===== src/rtl/text_buffer_writer.sv =====
// Character-RAM writer for the LCD text path: consumes an ASCII byte stream,
// tracks the cursor and issues glyph/blank writes, including screen and line clears.
module text_buffer_writer #(
   parameter int          COLS   = 100,
   parameter int          ROWS   = 30,
   parameter int          COL_W  = 7,
   parameter int          ROW_W  = 5,
   parameter int          ADDR_W = 12,
   parameter logic [7:0]  BLANK  = 8'h20
) (
   input  logic              CLK,
   input  logic              RST,
   input  logic              char_valid,
   input  logic [7:0]        char_data,
   output logic              char_ready,
   output logic              wr_en,
   output logic [ADDR_W-1:0] wr_addr,
   output logic [7:0]        wr_data,
   output logic [COL_W-1:0]  cur_col,
   output logic [ROW_W-1:0]  cur_row,
   output logic              busy
);

   typedef enum logic [1:0] {
      INIT_CLR = 2'd0,
      IDLE     = 2'd1,
      LINE_CLR = 2'd2,
      FULL_CLR = 2'd3
   } state_t;

   localparam logic [ADDR_W-1:0] A_ZERO    = {ADDR_W{1'b0}};
   localparam logic [ADDR_W-1:0] A_ONE     = ADDR_W'(1);
   localparam logic [ADDR_W-1:0] A_COLS    = ADDR_W'(COLS);
   localparam logic [ADDR_W-1:0] CLR_LAST  = ADDR_W'(COLS * ROWS - 1);
   localparam logic [ADDR_W-1:0] LINE_LAST = ADDR_W'(COLS - 1);
   localparam logic [COL_W-1:0]  C_ZERO    = {COL_W{1'b0}};
   localparam logic [COL_W-1:0]  C_ONE     = COL_W'(1);
   localparam logic [COL_W-1:0]  COL_LAST  = COL_W'(COLS - 1);
   localparam logic [ROW_W-1:0]  R_ZERO    = {ROW_W{1'b0}};
   localparam logic [ROW_W-1:0]  R_ONE     = ROW_W'(1);
   localparam logic [ROW_W-1:0]  ROW_LAST  = ROW_W'(ROWS - 1);
   localparam logic [7:0]        CH_BS     = 8'h08;
   localparam logic [7:0]        CH_LF     = 8'h0A;
   localparam logic [7:0]        CH_FF     = 8'h0C;
   localparam logic [7:0]        CH_CR     = 8'h0D;

   state_t              state_r, next_state_s;
   logic [ADDR_W-1:0]   k_r, k_s;
   logic [ADDR_W-1:0]   row_base_r, row_base_s;
   logic [COL_W-1:0]    col_r, col_s;
   logic [ROW_W-1:0]    row_r, row_s;
   logic                ready_r, ready_s;
   logic                busy_r, busy_s;
   logic                wr_en_r, wr_en_s;
   logic [ADDR_W-1:0]   wr_addr_r, wr_addr_s;
   logic [7:0]          wr_data_r, wr_data_s;

   logic                accept_s;
   logic                printable_s;
   logic [COL_W-1:0]    col_dec_s;
   logic [ROW_W-1:0]    adv_row_s;
   logic [ADDR_W-1:0]   adv_base_s;

   assign accept_s    = (state_r == IDLE) && char_valid && ready_r;
   assign printable_s = (char_data >= 8'h20) && (char_data <= 8'h7E);
   assign col_dec_s   = col_r - C_ONE;
   // Row advance wraps to the top instead of scrolling; row_base follows without a multiply.
   assign adv_row_s   = (row_r == ROW_LAST) ? R_ZERO : (row_r + R_ONE);
   assign adv_base_s  = (row_r == ROW_LAST) ? A_ZERO : (row_base_r + A_COLS);

   // State register.
   always_ff @(posedge CLK or posedge RST) begin
      if (RST) begin
         state_r <= INIT_CLR;
      end else begin
         state_r <= next_state_s;
      end
   end

   // Next-state logic.
   always_comb begin
      next_state_s = state_r;
      case (state_r)
         INIT_CLR, FULL_CLR: begin
            if (k_r == CLR_LAST) next_state_s = IDLE;
            else                 next_state_s = state_r;
         end
         LINE_CLR: begin
            if (k_r == LINE_LAST) next_state_s = IDLE;
            else                  next_state_s = LINE_CLR;
         end
         IDLE: begin
            if (accept_s) begin
               if (printable_s)           next_state_s = (col_r == COL_LAST) ? LINE_CLR : IDLE;
               else if (char_data == CH_LF) next_state_s = LINE_CLR;
               else if (char_data == CH_FF) next_state_s = FULL_CLR;
               else                       next_state_s = IDLE;
            end else begin
               next_state_s = IDLE;
            end
         end
         default: next_state_s = INIT_CLR;
      endcase
   end

   // Output and datapath next values; ready only once a clear's last write has been shown.
   always_comb begin
      k_s        = k_r;
      col_s      = col_r;
      row_s      = row_r;
      row_base_s = row_base_r;
      wr_en_s    = 1'b0;
      wr_addr_s  = wr_addr_r;
      wr_data_s  = wr_data_r;
      case (state_r)
         INIT_CLR, FULL_CLR: begin
            wr_en_s   = 1'b1;
            wr_addr_s = k_r;
            wr_data_s = BLANK;
            if (k_r == CLR_LAST) begin
               k_s        = A_ZERO;
               col_s      = C_ZERO;
               row_s      = R_ZERO;
               row_base_s = A_ZERO;
            end else begin
               k_s = k_r + A_ONE;
            end
         end
         LINE_CLR: begin
            wr_en_s   = 1'b1;
            wr_addr_s = row_base_r + k_r;
            wr_data_s = BLANK;
            if (k_r == LINE_LAST) k_s = A_ZERO;
            else                  k_s = k_r + A_ONE;
         end
         IDLE: begin
            if (accept_s && printable_s) begin
               wr_en_s   = 1'b1;
               wr_addr_s = row_base_r + ADDR_W'(col_r);
               wr_data_s = char_data;
               if (col_r == COL_LAST) begin
                  col_s      = C_ZERO;
                  row_s      = adv_row_s;
                  row_base_s = adv_base_s;
                  k_s        = A_ZERO;
               end else begin
                  col_s = col_r + C_ONE;
               end
            end else if (accept_s) begin
               case (char_data)
                  CH_CR: col_s = C_ZERO;
                  CH_LF: begin
                     col_s      = C_ZERO;
                     row_s      = adv_row_s;
                     row_base_s = adv_base_s;
                     k_s        = A_ZERO;
                  end
                  CH_BS: begin
                     if (col_r != C_ZERO) begin
                        col_s     = col_dec_s;
                        wr_en_s   = 1'b1;
                        wr_addr_s = row_base_r + ADDR_W'(col_dec_s);
                        wr_data_s = BLANK;
                     end else begin
                        col_s = col_r;
                     end
                  end
                  CH_FF:   k_s = A_ZERO;
                  default: col_s = col_r;
               endcase
            end else begin
               k_s = k_r;
            end
         end
         default: k_s = A_ZERO;
      endcase
      ready_s = (state_r == IDLE) && (next_state_s == IDLE);
      busy_s  = !ready_s;
   end

   // Registered datapath and outputs.
   always_ff @(posedge CLK or posedge RST) begin
      if (RST) begin
         k_r        <= A_ZERO;
         col_r      <= C_ZERO;
         row_r      <= R_ZERO;
         row_base_r <= A_ZERO;
         ready_r    <= 1'b0;
         busy_r     <= 1'b1;
         wr_en_r    <= 1'b0;
         wr_addr_r  <= A_ZERO;
         wr_data_r  <= BLANK;
      end else begin
         k_r        <= k_s;
         col_r      <= col_s;
         row_r      <= row_s;
         row_base_r <= row_base_s;
         ready_r    <= ready_s;
         busy_r     <= busy_s;
         wr_en_r    <= wr_en_s;
         wr_addr_r  <= wr_addr_s;
         wr_data_r  <= wr_data_s;
      end
   end

   assign char_ready = ready_r;
   assign busy       = busy_r;
   assign wr_en      = wr_en_r;
   assign wr_addr    = wr_addr_r;
   assign wr_data    = wr_data_r;
   assign cur_col    = col_r;
   assign cur_row    = row_r;

endmodule


===== config.mk =====
export PLATFORM = sky130hd
export DESIGN_NAME = text_buffer_writer
export DESIGN_NICKNAME = d
export VERILOG_FILES = /design/src/rtl/text_buffer_writer.sv
export SDC_FILE = /design/constraint.sdc
export NUM_CORES = 1
export LEC_CHECK = 0
export ABC_AREA = 1
export BUFFER_PORTS_ARGS = -buffer_cell sky130_fd_sc_hd__buf_2
export CAP_MARGIN = 5
export CELL_PAD_IN_SITES_DETAIL_PLACEMENT = 0
export CELL_PAD_IN_SITES_GLOBAL_PLACEMENT = 1
export CORE_MARGIN = 2
export CORE_UTILIZATION = 40
export CTS_CLUSTER_SIZE = 40
export DETAILED_ROUTE_END_ITERATION = 16
export PLACE_DENSITY_LB_ADDON = 0.1
export SLEW_MARGIN = 20
export SYNTH_ARGS = -nofsm -noshare
export SYNTH_HDL_FRONTEND = slang
export SYNTH_SLANG_ARGS = --single-unit

===== constraint.sdc =====
create_clock -name CLK -period 3.43 [get_ports CLK]
set_input_delay 0.1715 -clock CLK [delete_from_list [all_inputs] [get_ports CLK]]
set_output_delay 0.1715 -clock CLK [all_outputs]
set_load 0.01 [all_outputs]

Word level (Yosys, flattened, before mapping):

Cells that the tools add are included.

* muxes and demuxes: 51
* magnitude comparators: 2
* equality and inequality tests: 21
* add/subtract/negate cells: 8
* reductions and logical operators: 17

Operators with widths (count)
* 12-bit 2-to-1 mux: 16
* 12-bit case mux with 3 select lines: 2
* 7-bit 2-to-1 mux: 5
* 8-bit by 4-bit == test with 1-bit output (second input constant): 4
* 8-bit 2-to-1 mux: 4
* 5-bit 2-to-1 mux: 6
* 7-bit case mux with 2 select lines: 2
* 12-bit by 7-bit adder with 12-bit output: 2
* 12-bit case mux with 2 select lines: 1
* 8-bit case mux with 2 select lines: 1
* 2-bit 2-to-1 mux: 7
* 12-bit by 1-bit adder with 12-bit output (second input constant): 1
* 12-bit adder: 1
* 12-bit by 7-bit adder with 12-bit output (second input constant): 1
* 12-bit == test (second input constant): 1
* 12-bit by 7-bit == test with 1-bit output (second input constant): 1
* 5-bit case mux with 2 select lines: 1
* 5-bit AND reduction: 2
* 3-bit by 1-bit != test with 1-bit output (second input constant): 3
* 8-bit by 6-bit greater-or-equal comparator with 1-bit output (second input constant): 1
* 8-bit by 7-bit <= comparator with 1-bit output (second input constant): 1
* 7-bit by 1-bit adder with 7-bit output (second input constant): 1
* 7-bit == test (second input constant): 1
* 7-bit nonzero test: 1
* 20 further kinds: 33

* flip-flop bits (word level): 61
* input bits: 11

Longest topological paths before layout:

Gate-level depths: netlist of the first run.

* word-level depth: 9
* depth in mapped cells: 22

Least setup slack after synthesis of the first run:

Ideal clock, no wire load.

* path kind: register to register
* from: register state_r[1]
* to: register wr_addr_r[9], in the netlist wr_addr[9]
* stages on the path, launching flop included: 21
* arrival time: 2.456 ns
* required time: 3.313 ns
* setup slack: 0.856 ns
* period minus slack after synthesis: 2.574 ns
* cell sequence: dfrtp_1 > inv_1 > ha_1 > nand3_2 > clkinv_1 > nand3_1 > buf_6 > buf_2 > nand2_1 > o211ai_1 > nand2_1 > inv_1 > ha_1 > a21oi_1 > nor2_1 > nor2_1 > nand2_1 > nand2_1 > nand3_1 > nand3_1 > nand2_1

* cells in the longest elaborated chain, start to end: 6
* elaborated cells between the ends (all ways): 14

Ends and longest elaborated chain
* from (decl): RTL line 47 `state_t state_r, next_state_s;`
* from (signal assigned): RTL line 76 `state_r <= next_state_s;`
* 2-bit by 1-bit == test with 1-bit output: RTL line 64, 115
* 1-bit logical AND (2 in series): RTL line 64 `assign accept_s = (state_r == IDLE) && char_valid && ready_r;`
* 1-bit logical AND: RTL line 137 `if (accept_s && printable_s) begin`
* 3-bit by 1-bit != test with 1-bit output (no line) (tied with other cells)
* 3-bit AND reduction (no line) / 12-bit case mux with 3 select lines (equally long branches)
* to (signal assigned): RTL line 201 `wr_addr_r <= wr_addr_s;`
* to (decl): RTL line 55 `logic [ADDR_W-1:0] wr_addr_r, wr_addr_s;`

Several ways; a longest one is shown, not always the timed one.
A chain may end at the register's enable or synchronous reset.

Worst setup path in the final report of the first run:

* from: register col_r[0], in the netlist cur_col[0]
* to: register wr_addr_r[9], in the netlist wr_addr[9]

* cells in the longest elaborated chain, start to end: 7
* elaborated cells between the ends (all ways): 11

Ends and longest elaborated chain
* from (decl): RTL line 50 `logic [COL_W-1:0] col_r, col_s;`
* from (signal assigned): RTL line 195 `col_r <= col_s;`
* 7-bit by 1-bit subtractor with 7-bit output: RTL line 66 `assign col_dec_s = col_r - C_ONE;`
* 12-bit by 7-bit adder with 12-bit output: RTL line 162 `wr_addr_s = row_base_r + ADDR_W'(col_dec_s);`
* 12-bit 2-to-1 mux: RTL line 159 `if (col_r != C_ZERO) begin`
* 12-bit 2-to-1 mux: RTL line 150 `case (char_data)`
* 12-bit 2-to-1 mux: RTL line 149 `end else if (accept_s) begin`
* 12-bit 2-to-1 mux: RTL line 137
* 12-bit case mux with 3 select lines: RTL line 115 `case (state_r)`

Several ways; a longest one is shown, not always the timed one. The select of a mux whose other input is x is not followed.

==> results of run 1 <==
==> logic make-up after synthesis <==
family | after synthesis | synth area share, %
compound gates | 44 | 5.49
buf+inv | 106 | 9.84
xor+xnor | 14 | 2.59
simple gates | 510 | 45.5
fa+ha+maj | 20 | 5.28
flops | 59 | 31.2
other cells | 1 | 0.0791
==> flip-flops by register name, summed over array words and instances, names as in the netlist <==
name,flops
cur_row,5
state_r,2
char_ready,1
cur_col,7
busy,1
wr_en,1
row_base_r,10
wr_addr,12
wr_data,8
k_r,12
==> path summary, 6_finish.rpt <==
path,slack [ns],end
max,0.57,wr_addr[9]$_DFFE_PP0P_
min,0.08,wr_data[4]$_DFFE_PP0P_
max reg2reg,0.57,wr_addr[9]$_DFFE_PP0P_
min reg2reg,0.47,wr_addr[3]$_DFFE_PP0P_
max in group asynchronous,2.08,wr_data[5]$_DFFE_PP1P_
min in group asynchronous,0.49,cur_col[5]$_DFFE_PP0P_
==> critical path, delay by kind of cell, from the launching register on <==
family | cells | cell delay, ns
DFF | 1 | 0.48
AOI/OAI and AO/OA | 2 | 0.47
and+or+nand+nor | 10 | 0.82
buffers and inverters | 2 | 0.22
adders and majority gates | 2 | 0.56
xor gates and xnor gates | 1 | 0.21
==> power groups by stage <==
| stage | registers (uW) | clock network, uW | logic (uW) |
|---|---|---|---|
| after floorplan | 709 | 0 | 17.3 |
| after global placement | 709 | 0 | 32.8 |
| after detailed placement | 709 | 0 | 33.3 |
| after CTS | 697 | 962 | 34.1 |
| after global routing | 696 | 999 | 37.9 |
| final | 697 | 949 | 31.9 |
==> layer usage <==
layer / share of wire [%] / wire, um / vias up / track usage, %
li1: - / - / 2450 / -
met1: 48 / 6200 / 2203 / 28.7
met2: 47 / 6020 / 93 / 35.7
met3: 3.6 / 468 / 12 / 2.95
met4: 1.4 / 176 / 0 / 6.83
met5: 0 / 0 / - / 0
==> final cells by class <==
type                            count  area [um2]  share of cell area, %
Tap cell                          143         179                   3.35
Timing Repair Buffer               52         280                   5.24
Multi-Input combinational cell    589        2800                   52.3
Sequential cell                    59        1480                   27.7
Clock inverter                      1        30.0                  0.562
Clock buffer                       15         278                   5.20
Inverter                           81         304                   5.69
==> through the flow <==
step | utilization, % | area [um2] | hold slack, ns | setup slack, ns
global placement | 43.7 | 5030 | 0.332 | 0.597
global route | 46.4 | 5350 | 0.0909 | 0.226
CTS | 46.4 | 5350 | 0.0828 | 0.566
detailed placement | 43.7 | 5030 | 0.331 | 0.588
finish | 46.4 | 5350 | 0.0831 | 0.568
floorplan | - | 4740 | 0.288 | 0.856
==> placed cells by master, fill, tap and decap left out, types with 2 or more instances in the layout <==
| cell | n |
|---|---|
| o31ai_1 | 2 |
| nand3b_1 | 2 |
| xnor2_1 | 5 |
| nor2_4 | 4 |
| o21ai_0 | 21 |
| nand2_2 | 4 |
| inv_1 | 77 |
| dfrtp_1 | 57 |
| clkbuf_8 | 3 |
| o21ai_2 | 2 |
| nand3_2 | 4 |
| dfstp_2 | 2 |
| or2_2 | 2 |
| clkinv_1 | 2 |
| inv_2 | 2 |
| clkbuf_16 | 9 |
| nor2_2 | 5 |
| nor4_1 | 2 |
| buf_2 | 45 |
| nor2_1 | 83 |
| a21oi_1 | 12 |
| nand2_1 | 300 |
| nand4_1 | 16 |
| buf_4 | 6 |
| o211ai_1 | 3 |
| xor2_1 | 9 |
| nor3_1 | 11 |
| clkbuf_1 | 3 |
| ha_1 | 20 |
| nand3_1 | 77 |
==> flow_metrics.tcl, run 1 <==
set metrics [dict create \
    routabilityCongestion 0.923 \
    crit_path_start "cur_col[0]$_DFFE_PP0P_" \
    grt_start_max_net_pins 34 \
    dr.pass1.iters 12 \
    syn_inst 754 \
    cp_cell_sequence "inv_1 -> ha_1 -> nand3_1 -> xor2_1 -> nand2_1 -> o211ai_1 -> nand2_1 -> inv_1 -> ha_1 -> a21oi_1 -> nor2_1 -> nor2_1 -> nand2_1 -> nand2_1 -> nand3_1 -> nand3_1 -> nand2_1" \
    tightest_slew_ns 0.679 \
    startpoint_type "flop" \
    cts_tree "done" \
    synth.ff_latch_count 59 \
    setup_viol 0 \
    hold_violations 0 \
    syn_area_per_cell_um2 6.29 \
    crit_slowest_cell "dfrtp_1" \
    synth_area_mm2 0.00474 \
    intPower_uw 1330 \
    synth_nets 785 \
    viasPerCell 5.06 \
    path_common_cell "nand2_1" \
    p_comb_share_pct 1.9 \
    antenna_found_initial 0 \
    synth-main-ff-cell "dfrtp_1" \
    cts_made_buffers 9 \
    clkTransAtPathRegs_ns 0.05 \
    num_antenna_cells 0 \
    finalClockSkew_ns 0.00464 \
    r2r_start "cur_col[0]$_DFFE_PP0P_" \
    synthDistinctLibCells 37 \
    ff2ff_path_depth 17 \
    maxSlewViolCount 0 \
    io_buffers 45 \
    synth_top_area_share_pct 30.1 \
    rsz0062_at_grt "no" \
    die_height_um 113 \
    core_mm2 0.0115 \
    async_flop_share_pct 100 \
    maxCapViolCount 0 \
    clock-root-buffer "clkbuf_16" \
    fin_crit_sh_pct 83.4 \
    fmax_mhz 349 \
    period_minus_slack_ns 2.86 \
    status "complete, but fails checks" \
    ctsResizeCount 0 \
    hold_start "char_data[4]" \
    p_sw_share_pct 20.9 \
    fillCellCount 1258 \
    p_leak_uw 0.00298 \
    drt_iter0_markers 250 \
    layout.cells.non_filler 940 \
    worstSkewPairLatency_ns 0.34 \
    tns_ns 0 \
    rows 39 \
    ant_nets 0 \
    clock_path_buffers 2 \
    initial_utilization_pct 41.2 \
    yosysWarnings 0 \
    cp_data_arrival_time_ns 3.09 \
    p_per_area_mw_per_mm2 314 \
    syn2layout_area_growth_pct 12.7 \
    synth_edf_count 0 \
    ioPinCount 46 \
    cp_slowest_stage_delay_ns 0.48 \
    synth.largest_area_cell "dfrtp_1" \
    crit_required_ns 3.66 \
    synth.most_common_cell "nand2_1" \
    place_inst 923 \
    switchingPower_uw 350 \
    vias 4758 \
    die_area_mm2 0.0127 \
    chipWidth_um 113 \
    peakVddDrop_v 0.000204 \
    crit_fanout 8 \
    drive_above_1_share_pct 11.4 \
    drcViolationCount 2 \
    overflow 0 \
    avgRoutedWirePerCell_um 13.7 \
    p_seq_share_pct 41.5 \
    cts_hold_buf 1 \
    netlist_top_cells_area "dfrtp_1, nand2_1, nand3_1" \
    synth_common_cells "nand2_1, nor2_1, inv_1, nand3_1, dfrtp_1" \
    drt_wl_total_um 12900 \
    slew_headroom_pct 54.7 \
    clockPowerShare_pct 56.6 \
    seq_area_frac_synth_pct 31.2 \
    grt_usage_pct 21.3 \
    dp_hpwl_um 9550 \
    ctsHtreeMaxLevel 3 \
    path_class "reg2reg" \
    violations "design-rule violations" \
    nets 823 \
    holdPathStages 3 \
    hp-class "in2reg" \
    power_uw 1680 \
    endpoint_kind "flop" \
    grt_pass1_vias 4571 \
    grt_pass1_wl_um 22000 \
    numClockSinks 59 \
    postCtsSetupBuffers 0 \
]
Power figures use the tool's default switching activity.
==> run 2, diff against run 1 <==
ABC_AREA = 0   (was 1)
clock period = 3 ns   (was 3.43 ns; I/O delays follow)
==> run 2 against run 1 <==
Critical path type unchanged. Sequential cell count did not move. The run ends with negative hold slack left. Global-route usage grew 1.4 points. Sequential power rose by 14%. Clock-buffer cell count shrank 4. Combinational power increased by 39%.
==> flow_metrics.tcl, run 2 <==
set metrics [dict create \
    avgRoutedWirePerCell_um 17.8 \
    clockPowerShare_pct 44.1 \
    grt_start_max_net_pins 42 \
    intPower_uw 1120 \
    endpoint_kind "flop" \
    ctsHtreeMaxLevel 3 \
    p_seq_share_pct 53.0 \
    synth-compound-area-share_pct 25.5 \
    synth-main-ff-cell "dfrtp_1" \
    initial_utilization_pct 41.4 \
    die_area_mm2 0.0104 \
    drcViolationCount 0 \
    violations "negative hold slack" \
    num_antenna_cells 0 \
    chipWidth_um 102 \
    crit_fanout 5 \
    synth_top_family_by_area "compound AO/OA/AOI/OAI gates" \
    viasPerCell 5.73 \
    clock-root-buffer "clkbuf_8" \
    clock_path_buffers 2 \
    cts_made_buffers 9 \
    synth_area_mm2 0.00383 \
    status "complete, but fails checks" \
    muxShareOfSynthArea_pct 0.262 \
    syn_inst 446 \
    synth_common_cells "dfrtp_1, o21ai_0, nor2_1, a21oi_1, nand2_1" \
    p_per_area_mw_per_mm2 330 \
    worstSkewPairLatency_ns 0.35 \
    fmax_mhz 359 \
    synth-adder-area-share_pct 6.54 \
    nets 534 \
    synth_edf_count 0 \
    tns_ns 0 \
    ioPinCount 46 \
    synth_top_area_share_pct 37.3 \
    utilization_pct 49.2 \
    hold_violations 12 \
    synth.ff_latch_count 59 \
    numClockSinks 59 \
    slew_headroom_pct 37.7 \
    drt_iter0_markers 154 \
    maxSlewViolCount 0 \
    p_sw_share_pct 25.1 \
    syn2layout_area_growth_pct 18.9 \
    startpoint_type "flop" \
    seq_area_frac_synth_pct 38.7 \
    synthSimpleGateAreaFrac_pct 20.6 \
    synth.most_common_cell "dfrtp_1" \
    tightest_slew_ns 0.934 \
    switchingPower_uw 378 \
    synth_nets 477 \
    grt_usage_pct 22.7 \
    cp_data_arrival_time_ns 3.04 \
    synthDistinctLibCells 58 \
    period_minus_slack_ns 2.79 \
    drt_wl_total_um 11400 \
    grt_pass1_wl_um 18100 \
    maxCapViolCount 0 \
    p_leak_uw 0.00202 \
    peakVddDrop_v 0.000201 \
    clkTransAtPathRegs_ns 0.07 \
    setup_viol 0 \
    async_flop_share_pct 100 \
    path_class "reg2reg" \
    netlist_top_cells_area "dfrtp_1, o21ai_0, ha_1" \
    drive_above_1_share_pct 22.0 \
    vias 3653 \
    cts_tree "done" \
    grt_pass1_vias 3359 \
    fin_crit_sh_pct 92.9 \
    dp_hpwl_um 8210 \
    overflow 0 \
    syn_area_per_cell_um2 8.58 \
    final_cell_area_mm2 0.00455 \
    finalClockSkew_ns 0.0146 \
    hp-class "in2async" \
    yosysWarnings 0 \
    ant_nets 0 \
    routabilityCongestion 0.858 \
    core_mm2 0.00924 \
    antenna_found_initial 0 \
    rsz0062_at_grt "yes" \
    die_height_um 102 \
    final_common_cell "dfrtp_1" \
    dpl-instance-area_mm2 0.00430 \
    synth.largest_area_cell "dfrtp_1" \
    dr.pass1.iters 4 \
    io_buffers 45 \
    p_comb_share_pct 2.9 \
    whs_ns -0.0152 \
    rows 35 \
    crit_required_ns 3.26 \
    most-common-layout-cells "dfrtp_1, o21ai_0, buf_2" \
    synth_xor_area_share_pct 4.12 \
]
-- run 2: changes by cell type after synthesis, moves of 9 or more --
cell | before | now
nand2_1 | 300 | 33
inv_1 | 78 | 13
nand3_1 | 77 | 20
nor2_1 | 83 | 41
o21ai_0 | 21 | 51
a21oi_1 | 12 | 39
nand4_1 | 16 | 3
and3_1 | 0 | 10
clkbuf_1 | 6 | 16
a31oi_1 | 0 | 9
o31ai_1 | 2 | 11
xnor2_1 | 5 | 14
-- run 2: critical path, stage by stage, from the launching register on --
cell,delay (ns)
dfrtp_1,0.39
inv_1,0.07
ha_2,0.20
nand3_4,0.09
a211oi_4,0.32
nor2_1,0.10
xnor2_1,0.14
a21oi_1,0.16
ha_2,0.31
o21ai_1,0.22
o211ai_1,0.16
nand4_1,0.13
nand3_1,0.09
nor3b_2,0.16
o21ai_0,0.18
-- run 2: metrics by stage --
step                setup slack, ns  total power (uW)  hold WS, ns  cells
detailed placement            0.113               856        0.407    619
CTS                          0.0965              1520       0.0288    635
floorplan                  -0.00653               834        0.290    446
finish                        0.212              1500      -0.0152    637
global placement              0.167               855        0.410    619
global route                -0.0766              1550       0.0492    637
-- run 2: cell type report --
class,count,area (um2)
timing repair buffer,72,428
clock buffer,11,141
clock inverter,5,30.0
inverter,13,48.8
multi-input combinational,348,2260
tap,129,161
sequential,59,1480
fill,910,4690
-- run 2: kinds of logic after synthesis --
kind of cell	Yosys count
simple gates	155
compound gates	153
flops	59
buf+inv	39
fa+ha+maj	20
xor+xnor	18
other cells	1
mux	1
-- run 2: what timing repair did --
| item | in CTS | in global routing |
|---|---|---|
| gates resized for setup | 0 | 15 |
| endpoints found under the hold margin | 0 | 0 |
| hold buffers | 0 | 0 |
| endpoints found under the setup margin | 0 | 12 |
| buffers inserted | 0 | 2 |
-- run 2: final timing paths --
kind | depth (start not counted) | slack (ns) | to | startpoint
setup / recovery | 14 | 0.21 | wr_addr[11]$_DFFE_PP0P_ | state_r[1]$_DFF_PP0_
max in group asynchronous | 3 | 2.12 | busy$_DFF_PP1_ | RST
hold reg to reg | 2 | 0.48 | wr_addr[2]$_DFFE_PP0P_ | wr_addr[2]$_DFFE_PP0P_
hold / removal | 2 | -0.02 | wr_data[6]$_DFFE_PP0P_ | RST
min in group CLK | 2 | 0.07 | wr_data[4]$_DFFE_PP0P_ | char_data[4]
setup reg to reg | 14 | 0.21 | wr_addr[11]$_DFFE_PP0P_ | state_r[1]$_DFF_PP0_
-- run 2: power by group through the flow --
stage          combinational [uW]  clock (uW)  sequential [uW]
5_1_grt                      50.2         709              795
3_3_place_gp                 44.8           0              811
4_1_cts                      45.2         678              795
6_report                     44.3         662              796
2_1_floorplan                22.8           0              811
3_5_place_dp                 44.9           0              811
-- run 2: per-layer routing --
metal / global-route usage [%] / routed length, um
met1: 31.9 / 5370
met2: 36.6 / 5430
met3: 3.80 / 474
met4: 5.72 / 87
met5: 0 / 0
